## src/rtl/keypad_pkg.sv

```systemverilog
`default_nettype none
// ============================================================================
// Module      : keypad_pkg
// Description : Shared constants, FSM encoding and data-word packing for the
//               keypad event queue (consumer side of the keypad link).
// Revision    : 1.0  initial release
// ============================================================================
package keypad_pkg;

  // Default configuration
  localparam int         DEPTH_DEFAULT     = 8;
  localparam logic [7:0] DATA_PORT_DEFAULT = 8'h01;
  localparam logic [7:0] STAT_PORT_DEFAULT = 8'h02;

  // data_word bit positions
  localparam int NONEMPTY_BIT = 7;
  localparam int OVF_BIT      = 6;

  // Interrupt handshake state encoding
  typedef enum logic [1:0] {
    IDLE    = 2'd0,
    REQ     = 2'd1,
    SERVICE = 2'd2
  } irq_state_t;

  // Packs the head-of-queue word. The key nibble is forced to zero when the
  // queue is empty so stale storage never leaks onto the port mux.
  function automatic logic [7:0] make_data_word(input logic       nonempty,
                                                input logic       ovf,
                                                input logic [3:0] head);
    logic [7:0] w;
    w               = 8'h00;
    w[NONEMPTY_BIT] = nonempty;
    w[OVF_BIT]      = ovf;
    w[3:0]          = nonempty ? head : 4'h0;
    return w;
  endfunction

endpackage
`default_nettype wire

```

## src/rtl/key_fifo.sv

```systemverilog
`default_nettype none
// ============================================================================
// Module      : key_fifo
// Description : Synchronous DEPTH x 4-bit FIFO for keypad events.
//               A push on a full FIFO is accepted only when a pop happens in
//               the same cycle; a pop on an empty FIFO is ignored.
// Ports       : clk, rst        - clock, synchronous active-high reset
//               i_push, i_data  - push request and key nibble
//               i_pop           - pop request (ignored when empty)
//               o_head          - entry at the read pointer
//               o_full, o_empty - occupancy flags
//               o_count         - number of stored entries, 0..DEPTH
// Revision    : 1.0  initial release
// ============================================================================
module key_fifo #(
  parameter int DEPTH = 8
) (
  input  logic                     clk,
  input  logic                     rst,
  input  logic                     i_push,
  input  logic [3:0]               i_data,
  input  logic                     i_pop,
  output logic [3:0]               o_head,
  output logic                     o_full,
  output logic                     o_empty,
  output logic [$clog2(DEPTH):0]   o_count
);

  localparam int PW = $clog2(DEPTH);
  localparam int CW = PW + 1;

  logic [3:0]    r_mem [DEPTH];
  logic [PW-1:0] r_wr_ptr;
  logic [PW-1:0] r_rd_ptr;
  logic [CW-1:0] r_count;

  logic w_empty;
  logic w_full;
  logic w_do_pop;
  logic w_do_push;

  assign w_empty   = (r_count == '0);
  assign w_full    = (r_count == CW'(DEPTH));
  assign w_do_pop  = i_pop & ~w_empty;
  // A full FIFO still accepts a push when the head leaves in the same cycle.
  assign w_do_push = i_push & (~w_full | w_do_pop);

  // Storage is not reset; the pointers alone define validity.
  always_ff @(posedge clk) begin
    if (w_do_push) begin
      r_mem[r_wr_ptr] <= i_data;
    end
  end

  // Pointers wrap naturally because DEPTH is a power of two.
  always_ff @(posedge clk) begin
    if (rst) begin
      r_wr_ptr <= '0;
      r_rd_ptr <= '0;
      r_count  <= '0;
    end else begin
      if (w_do_push) begin
        r_wr_ptr <= r_wr_ptr + 1'b1;
      end
      if (w_do_pop) begin
        r_rd_ptr <= r_rd_ptr + 1'b1;
      end
      case ({w_do_push, w_do_pop})
        2'b10:   r_count <= r_count + CW'(1);
        2'b01:   r_count <= r_count - CW'(1);
        default: r_count <= r_count;
      endcase
    end
  end

  assign o_head  = r_mem[r_rd_ptr];
  assign o_full  = w_full;
  assign o_empty = w_empty;
  assign o_count = r_count;

endmodule
`default_nettype wire

```

## src/rtl/keypad_event_queue.sv

```systemverilog
`default_nettype none
// ============================================================================
// Module      : keypad_event_queue
// Description : Synchronises the keypad_controller valid/data pair into the
//               CPU clock domain, queues one entry per key press and raises a
//               request/ack/service interrupt towards the PicoBlaze.
// Ports       : clk, rst           - CPU clock, synchronous active-high reset
//               key_valid          - async key strobe (level, >= 1 ms)
//               key_data           - key code, stable while key_valid high
//               port_id            - PicoBlaze port address
//               read_strobe        - PicoBlaze read strobe
//               interrupt_ack      - PicoBlaze interrupt acknowledge
//               data_word          - {nonempty, overflow, 2'b00, head_key}
//               stat_word          - {4'b0000, count}
//               interrupt          - registered interrupt request
//               overflow           - sticky dropped-key flag
// Revision    : 1.0  initial release
// ============================================================================
module keypad_event_queue
  import keypad_pkg::*;
#(
  parameter int         DEPTH     = DEPTH_DEFAULT,
  parameter logic [7:0] DATA_PORT = DATA_PORT_DEFAULT,
  parameter logic [7:0] STAT_PORT = STAT_PORT_DEFAULT
) (
  input  logic       clk,
  input  logic       rst,
  input  logic       key_valid,
  input  logic [3:0] key_data,
  input  logic [7:0] port_id,
  input  logic       read_strobe,
  input  logic       interrupt_ack,
  output logic [7:0] data_word,
  output logic [7:0] stat_word,
  output logic       interrupt,
  output logic       overflow
);

  localparam int CW = $clog2(DEPTH) + 1;

  // Input synchroniser and edge detect
  logic       r_kv_s1;
  logic       r_kv_s2;
  logic       r_kv_prev;
  logic [3:0] r_kd_s1;
  logic [3:0] r_kd_s2;

  always_ff @(posedge clk) begin
    if (rst) begin
      r_kv_s1   <= 1'b0;
      r_kv_s2   <= 1'b0;
      r_kv_prev <= 1'b0;
      r_kd_s1   <= 4'h0;
      r_kd_s2   <= 4'h0;
    end else begin
      r_kv_s1   <= key_valid;
      r_kv_s2   <= r_kv_s1;
      r_kv_prev <= r_kv_s2;
      r_kd_s1   <= key_data;
      r_kd_s2   <= r_kd_s1;
    end
  end

  logic w_push;
  assign w_push = r_kv_s2 & ~r_kv_prev;

  // Port decode. If both ports were ever configured to the same address the
  // access is treated as a status read so it can never pop by accident.
  logic w_data_rd;
  assign w_data_rd = read_strobe & (port_id == DATA_PORT) & (port_id != STAT_PORT);

  // FIFO
  logic [3:0]    w_head;
  logic          w_full;
  logic          w_empty;
  logic [CW-1:0] w_count;
  logic          w_pop;

  assign w_pop = w_data_rd & ~w_empty;

  key_fifo #(
    .DEPTH (DEPTH)
  ) u_fifo (
    .clk     (clk),
    .rst     (rst),
    .i_push  (w_push),
    .i_data  (r_kd_s2),
    .i_pop   (w_pop),
    .o_head  (w_head),
    .o_full  (w_full),
    .o_empty (w_empty),
    .o_count (w_count)
  );

  // Sticky overflow; read-to-clear on any DATA_PORT read, but a drop in the
  // same cycle as the clearing read keeps it set.
  logic w_ovf_event;
  logic r_overflow;

  assign w_ovf_event = w_push & w_full & ~w_pop;

  always_ff @(posedge clk) begin
    if (rst) begin
      r_overflow <= 1'b0;
    end else if (w_ovf_event) begin
      r_overflow <= 1'b1;
    end else if (w_data_rd) begin
      r_overflow <= 1'b0;
    end
  end

  // Interrupt handshake FSM
  irq_state_t r_state;
  irq_state_t w_next_state;
  logic       r_interrupt;

  always_ff @(posedge clk) begin
    if (rst) begin
      r_state     <= IDLE;
      r_interrupt <= 1'b0;
    end else begin
      r_state     <= w_next_state;
      r_interrupt <= (w_next_state == REQ);
    end
  end

  always_comb begin
    w_next_state = r_state;
    case (r_state)
      IDLE:    if (!w_empty)      w_next_state = REQ;
      REQ:     if (interrupt_ack) w_next_state = SERVICE;
      SERVICE: if (w_pop)         w_next_state = IDLE;
      default:                    w_next_state = IDLE;
    endcase
  end

  // Outputs
  assign data_word = make_data_word(~w_empty, r_overflow, w_head);
  assign stat_word = {4'b0000, 4'(w_count)};
  assign interrupt = r_interrupt;
  assign overflow  = r_overflow;

endmodule
`default_nettype wire

```

## config.mk

```make
export PLATFORM = sky130hd
export DESIGN_NAME = keypad_event_queue
export DESIGN_NICKNAME = d
export VERILOG_FILES = /design/src/rtl/keypad_pkg.sv /design/src/rtl/key_fifo.sv /design/src/rtl/keypad_event_queue.sv
export SDC_FILE = /design/constraint.sdc
export NUM_CORES = 1
export LEC_CHECK = 0
export BUFFER_PORTS_ARGS = -buffer_cell sky130_fd_sc_hd__buf_4
export CORE_ASPECT_RATIO = 0.75
export CORE_MARGIN = 5
export CORE_UTILIZATION = 42
export DETAILED_ROUTE_END_ITERATION = 16
export GPL_TIMING_DRIVEN = 1
export HOLD_SLACK_MARGIN = 0.12
export PLACE_DENSITY = 0.61
export SLEW_MARGIN = 0
export SYNTH_ARGS = -nofsm -noshare
export SYNTH_HDL_FRONTEND = slang
export SYNTH_SLANG_ARGS = --single-unit
```

## constraint.sdc

```tcl
create_clock -name clk -period 2.6 [get_ports clk]
set_input_delay 0.52 -clock clk [delete_from_list [all_inputs] [get_ports clk]]
set_output_delay 0.52 -clock clk [all_outputs]
set_load 0.05 [all_outputs]
```

======== After elaboration in Yosys (flattened, before gate mapping) ========
Memories as Yosys holds them, arrays and structs flattened. A register that Yosys moved wholly into a read port is not among the register bits.
Cells that the tools add are included.
word-level totals
  bits in writable memories ............... 32
  output and inout port bits .............. 18
  memories kept ........................... 1
  input bits .............................. 17
  logic and storage cells ................. 53
  flip-flop bits (word level) ............. 25
operators by class
  equal/unequal tests ..................... 8
  reductions and logical operators ........ 4
  bitwise logic cells ..................... 13
  $add $sub $neg .......................... 4
  mux-type cells .......................... 12
memories
  name          words  bits a word  read ports  clocked after memory_dff  wr ports  RTL line        text
  u_fifo.r_mem  8      4            1           1                         1         key_fifo.sv:32  logic [3:0] r_mem [DEPTH];
operators by type and width
  operator                                                                count
  1-bit bitwise AND                                                       8
  8-bit by 1-bit equality test with 1-bit output (second input constant)  1
  8-bit by 2-bit != test with 1-bit output (second input constant)        1
  4-bit case mux with 2 select lines                                      1
  3-bit by 1-bit adder with 3-bit output (second input constant)          2
  2-bit by 1-bit equality test with 1-bit output (second input constant)  3
  2-bit two-way mux                                                       3
  3-bit two-way mux                                                       2
  2-bit case mux with 3 select lines                                      1
  4-bit by 1-bit adder with 4-bit output (second input constant)          1
  2-bit equality test (second input constant)                             2
  4-bit equality test (second input constant)                             1
  4-bit zero test                                                         1
  1-bit two-way mux                                                       4
  4-bit two-way mux                                                       1
  1-bit inverter                                                          4
  2-bit nonzero test                                                      2
  4-bit by 1-bit subtractor with 4-bit output (second input constant)     1
  2-bit zero test                                                         1
  1-bit OR                                                                1

======== Longest topological paths before layout ========
  depth after elaboration ................. 9
  mapped depth ............................ 11
  depth with buffers taken out ............ 11

======== By module ========
Synthesis repeated with hierarchy kept, for this count alone.
unflattened totals
  cell total of the unflattened synthesis .. 187
  area, all modules ....................... 2546.2 um^2
by module, submodules not included
  module              cells each  seq. area each (um^2)  area an instance (um^2)  times used
  key_fifo            131         1221.2                 1951.9                   1
  keypad_event_queue  56          300.3                  594.3                    1

======== Worst setup path before layout ========
No wires, ideal clock.
  kind .................................... register to register
  from .................................... register u_fifo.r_count[0] (netlist: u_fifo.o_count[0])
  to ...................................... register u_fifo.r_count[2] (netlist: u_fifo.o_count[2])
  setup slack ............................. -0.542 ns
  buffers on the path ..................... 0
  stages on the path, launching flop included .. 12
  setup time .............................. 0.123 ns
  period minus slack after synthesis ...... 3.142 ns
  arrival ................................. 3.019 ns
  required time ........................... 2.477 ns
  cells stage by stage .................... dfxtp_1 nor3_2 inv_2 nor2_2 clkinv_2 nand4_4 nor2_1 xor2_1 ha_1 or4_1 a211oi_2 mux2_1
on the way
  cells in the longest elaborated chain, start to end .. 8
  elaborated cells between the ends (all ways) .. 14
  those cells by class .................... add/sub: 2; eq/ne: 3; mux: 1; bitwise: 6; reduce/logical: 2
RTL lines
  what                                                                                          RTL line                  text
  start, declared                                                                               key_fifo.sv:35            logic [CW-1:0] r_count;
  start signal, assigned                                                                        key_fifo.sv:69            2'b10: r_count <= r_count + CW'(1);
  start signal, assigned                                                                        key_fifo.sv:70            2'b01: r_count <= r_count - CW'(1);
  start signal, assigned                                                                        key_fifo.sv:71            default: r_count <= r_count;
  4-bit zero test *                                                                             key_fifo.sv:42            assign w_empty = (r_count == '0);
  1-bit inverter *                                                                              n/a
  net data_word[7]                                                                              keypad_event_queue.sv:33  output logic [7:0] data_word,
  1-bit bitwise AND                                                                             keypad_event_queue.sv:79  assign w_pop = w_data_rd & ~w_empty;
  1-bit bitwise AND *                                                                           key_fifo.sv:44            assign w_do_pop = i_pop & ~w_empty;
  1-bit OR                                                                                      key_fifo.sv:46            assign w_do_push = i_push & (~w_full | w_do_pop);
  1-bit bitwise AND                                                                             key_fifo.sv:46
  2-bit by 1-bit equality test with 1-bit output / 2-bit equality test (equally long branches)  key_fifo.sv:68            case ({w_do_push, w_do_pop})
  4-bit case mux with 2 select lines / 2-bit nonzero test (equally long branches)               n/a
Mark *: on every way through the listed nets, which the timed path passes. The rest lies on a longest branch.
A chain may end at the register's enable or synchronous reset.

======== Worst setup path in the final report ========
  from .................................... register u_fifo.r_count[2] (netlist: u_fifo.o_count[2])
  to ...................................... register u_fifo.r_count[2] (netlist: u_fifo.o_count[2])
on the way
  cells in the longest elaborated chain, start to end .. 8
  elaborated cells between the ends (all ways) .. 14
  those cells by class .................... add/sub: 2; eq/ne: 3; mux: 1; bitwise: 6; reduce/logical: 2
RTL lines
  what                                                                                          RTL line
  4-bit zero test                                                                               key_fifo.sv:42
  1-bit inverter                                                                                key_fifo.sv:44, keypad_event_queue.sv:79
  1-bit bitwise AND                                                                             keypad_event_queue.sv:79
  1-bit bitwise AND                                                                             key_fifo.sv:44
  1-bit OR                                                                                      key_fifo.sv:46
  1-bit bitwise AND                                                                             key_fifo.sv:46
  2-bit by 1-bit equality test with 1-bit output / 2-bit equality test (equally long branches)  key_fifo.sv:68
  4-bit case mux with 2 select lines / 2-bit nonzero test (equally long branches)               n/a
Parallel ways exist; a longest one is shown, timed or not.

==> implementation parameters <==
Parameter                              Value

STA
  Max Transition Viols Final    0
  Worst setup margin    0.221 ns
  Final Critical Period    2.38 ns
  Number of hold violations in the final report    0
  Period utilization    91.5%
  Setup repair after global routing missed its margin    false
  Setup Viol. Count Final    0
  Layout Skew    0.00511 ns
  Fmax    ~420 MHz
  Setup total negative slack    0 ns
  WHS    0.395 ns

Place
  Gp weighted congestion    just under 0.8
  DP HPWL    3190 µm
  # placed instances    292
  Post-detailed-placement cell area    2810 µm²
  Count of input and output buffers    28
  DP Worst Slack    about 0.0053 ns

Critical path
  Slowest cell on crit path    sky130_fd_sc_hd__or4_1
  Cells along the critical path    nor3_4 -> inv_2 -> nor2_4 -> clkinv_4 -> nand4_4 -> nor2_2 -> xor2_1 -> ha_2 -> or4_1 -> a211oi_2 -> mux2_1
  Kind of start point of the critical path    flop
  Worst path max stage delay    0.42 ns
  Category of the most critical setup path    reg -> reg
  Worst-path fanout max    5
  Endpoint class of the critical path    flop
  Critical path required time    2.82 ns
  Arr. time, crit path    2.60 ns
  R2R setup slack    0.22 ns

Drt
  Drc violations    0
  Number of DRC markers after the initial detailed-route iteration    81
  Average vias per placed instance    4.85
  Routed len/inst    between 10 and 15 µm
  First-pass iteration count of the detailed router    4
  Number of routed nets with antenna violations    0
  Total wire length    4520 µm
  Vias after detailed routing    1494

Yosys
  Synthesized instance count    182
  Share of synthesized area occupied by flip-flops and latches    62.5%
  Area of the mapped netlist    2430 µm²
  Number of enable flip-flop cells after synthesis    32
  Main flop type after synthesis    sky130_fd_sc_hd__edfxtp_1
  Number of distinct standard cells referenced by the synthesized netlist    39
  Yosys warning count    0
  Share of async-settable or async-resettable flops after synthesis    0%
  Mean area per synthesized cell    13.4 µm²
  Synthesized flop and latch total    60

Clock network
  Maximum level of the CTS H-tree    3
  Buffer levels on the longest clock path    2
  Number of buffers inserted by hold repair at cts    0
  CTS root buffer    sky130_fd_sc_hd__clkbuf_8
  CTS resizes    0
  Number of clock sinks seen by CTS    60
  Post CTS Setup Buffer Count    0
  Clock tree from TritonCTS    yes
  Clock transition at the registers of the reported paths    0.06 ns
  Clock insertion delay at the later pin of the skew report    around 0.33 ns
  Number of CTS-inserted buffers    9

Finish
  Most frequent standard cell in the layout excluding fill and tap cells    sky130_fd_sc_hd__buf_4
  Antenna diode count    0
  Layout cell share with drive strength beyond 1    33.5%
  Final Net Count    245
  Most used cells in the layout excluding fill and tap cells    sky130_fd_sc_hd__buf_4 (42), sky130_fd_sc_hd__edfxtp_1 (32), sky130_fd_sc_hd__dfxtp_1 (24), sky130_fd_sc_hd__nor2_1 (21), sky130_fd_sc_hd__nor2b_1 (13)
  Final design area excluding fillers    3040 µm²
  Layout-stage area growth over the synthesis result    25.0%
  Fin cells    about 310
  Final cell utilization of the core    53.1%

Global route
  Maximum number of pins on one net before global-route repair    30
  Number of antenna violations at the first check in global routing    0
  Total Routing Usage GR    13.1%
  Grt total ovfl    0
  Via count of the first global-routing pass    1395
  Global-route met2 utilization    approximately 18%
  Global-route wire length before repair    7260 µm
  Met3 layer usage reported by global route    6.06%
  Layer carrying the most global-route usage    met1
  Met1 Use GR    18.0%

Die
  Die boundary width    97.9 µm
  Vertical extent of the die    75.9 µm
  Die Footprint    about 7400 µm²
  Placement row count    24
  Initial core utilization    42.5%
  Core outline area    5740 µm²
  Boundary pin count    35

Pwr
  Leak Pwr    approximately 1.1 nW
  Power per cell area    697 nW/µm²
  Max IR drop VDD    between 0.2 and 0.3 mV
  PnR Total Power    between 2 and 2.5 mW

Flow run
  Max Cap Viol    0

Min path
  Tightest Hold Check Type    in -> reg

Status
  Result of the run    completed
==> cell families after synthesis <==
group,synth area share (%)
flip-flops,62.5
other,0.154
adder cells (fa/ha/maj),1.54
buffers and inverters,3.80
AND/OR/NAND/NOR,15.5
XOR/XNOR,1.80
AO/OA/AOI/OAI,4.78
multiplexers,9.92
==> power by group <==
group	switching, mW	total (mW)	internal, mW
clock network	0.339	0.967	0.628
registers	0.0136	1.02	1.01
logic	0.0815	0.131	0.0496
==> path summary, 6_finish.rpt <==
check / startpoint / endpoint / cells past startpoint
worst max register to register: u_fifo.o_count[2] / u_fifo.o_count[2] / 11
worst min-delay path: key_data[0] / r_kd_s1[0] / 2
worst max-delay path: u_fifo.o_count[2] / u_fifo.o_count[2] / 11
worst min register to register: r_kd_s1[2] / r_kd_s2[2] / 1
==> synth_stat cells, types with 3 or more instances <==
library cell | instances | area share (%)
sky130_fd_sc_hd__a21oi_1 | 5 | 1.0
sky130_fd_sc_hd__buf_4 | 7 | 2.2
sky130_fd_sc_hd__clkbuf_1 | 7 | 1.1
sky130_fd_sc_hd__dfxtp_1 | 28 | 23
sky130_fd_sc_hd__edfxtp_1 | 32 | 39
sky130_fd_sc_hd__ha_1 | 3 | 1.5
sky130_fd_sc_hd__mux2i_1 | 5 | 2.1
sky130_fd_sc_hd__mux4_2 | 8 | 7.4
sky130_fd_sc_hd__nand2_1 | 4 | 0.62
sky130_fd_sc_hd__nand2b_1 | 5 | 1.3
sky130_fd_sc_hd__nand3_1 | 4 | 0.82
sky130_fd_sc_hd__nor2_1 | 22 | 3.4
sky130_fd_sc_hd__nor2b_1 | 13 | 3.3
sky130_fd_sc_hd__nor3_1 | 5 | 1.0
sky130_fd_sc_hd__xor2_1 | 4 | 1.4
==> registers in the layout (all words and copies together), names as in the netlist, 2 cells and up, named ones only <==
name             flops
u_fifo.r_mem        32
r_state              2
u_fifo.r_wr_ptr      3
u_fifo.o_count       4
u_fifo.r_rd_ptr      3
r_kd_s2              4
r_kd_s1              4
==> final cells by class <==
type,count,area (µm²)
multi-input cells,110,856
fillers,488,2690
clock inverters,6,103
inverters,2,12.5
repair buffers,42,315
flip-flops and latches,60,1530
clock buffers,10,128
well taps,78,97.6
==> routing by layer <==
| layer | wire, µm | vias to the layer above |
|---|---|---|
| li1 | - | 733 |
| met1 | 2180 | 716 |
| met3 | 333 | 9 |
| met5 | 0 | - |
| met4 | 64 | 0 |
| met2 | 1940 | 36 |
==> critical path: cells and delay by family, from the launching register on <==
kind | cells | cell delay (ns)
simple gates | 5 | 0.90
flops | 1 | 0.36
mux | 1 | 0.33
compound gates | 1 | 0.20
fa+ha+maj | 1 | 0.17
buf+inv | 2 | 0.15
xor+xnor | 1 | 0.15
No activity file was read; power rests on OpenSTA's default activity.
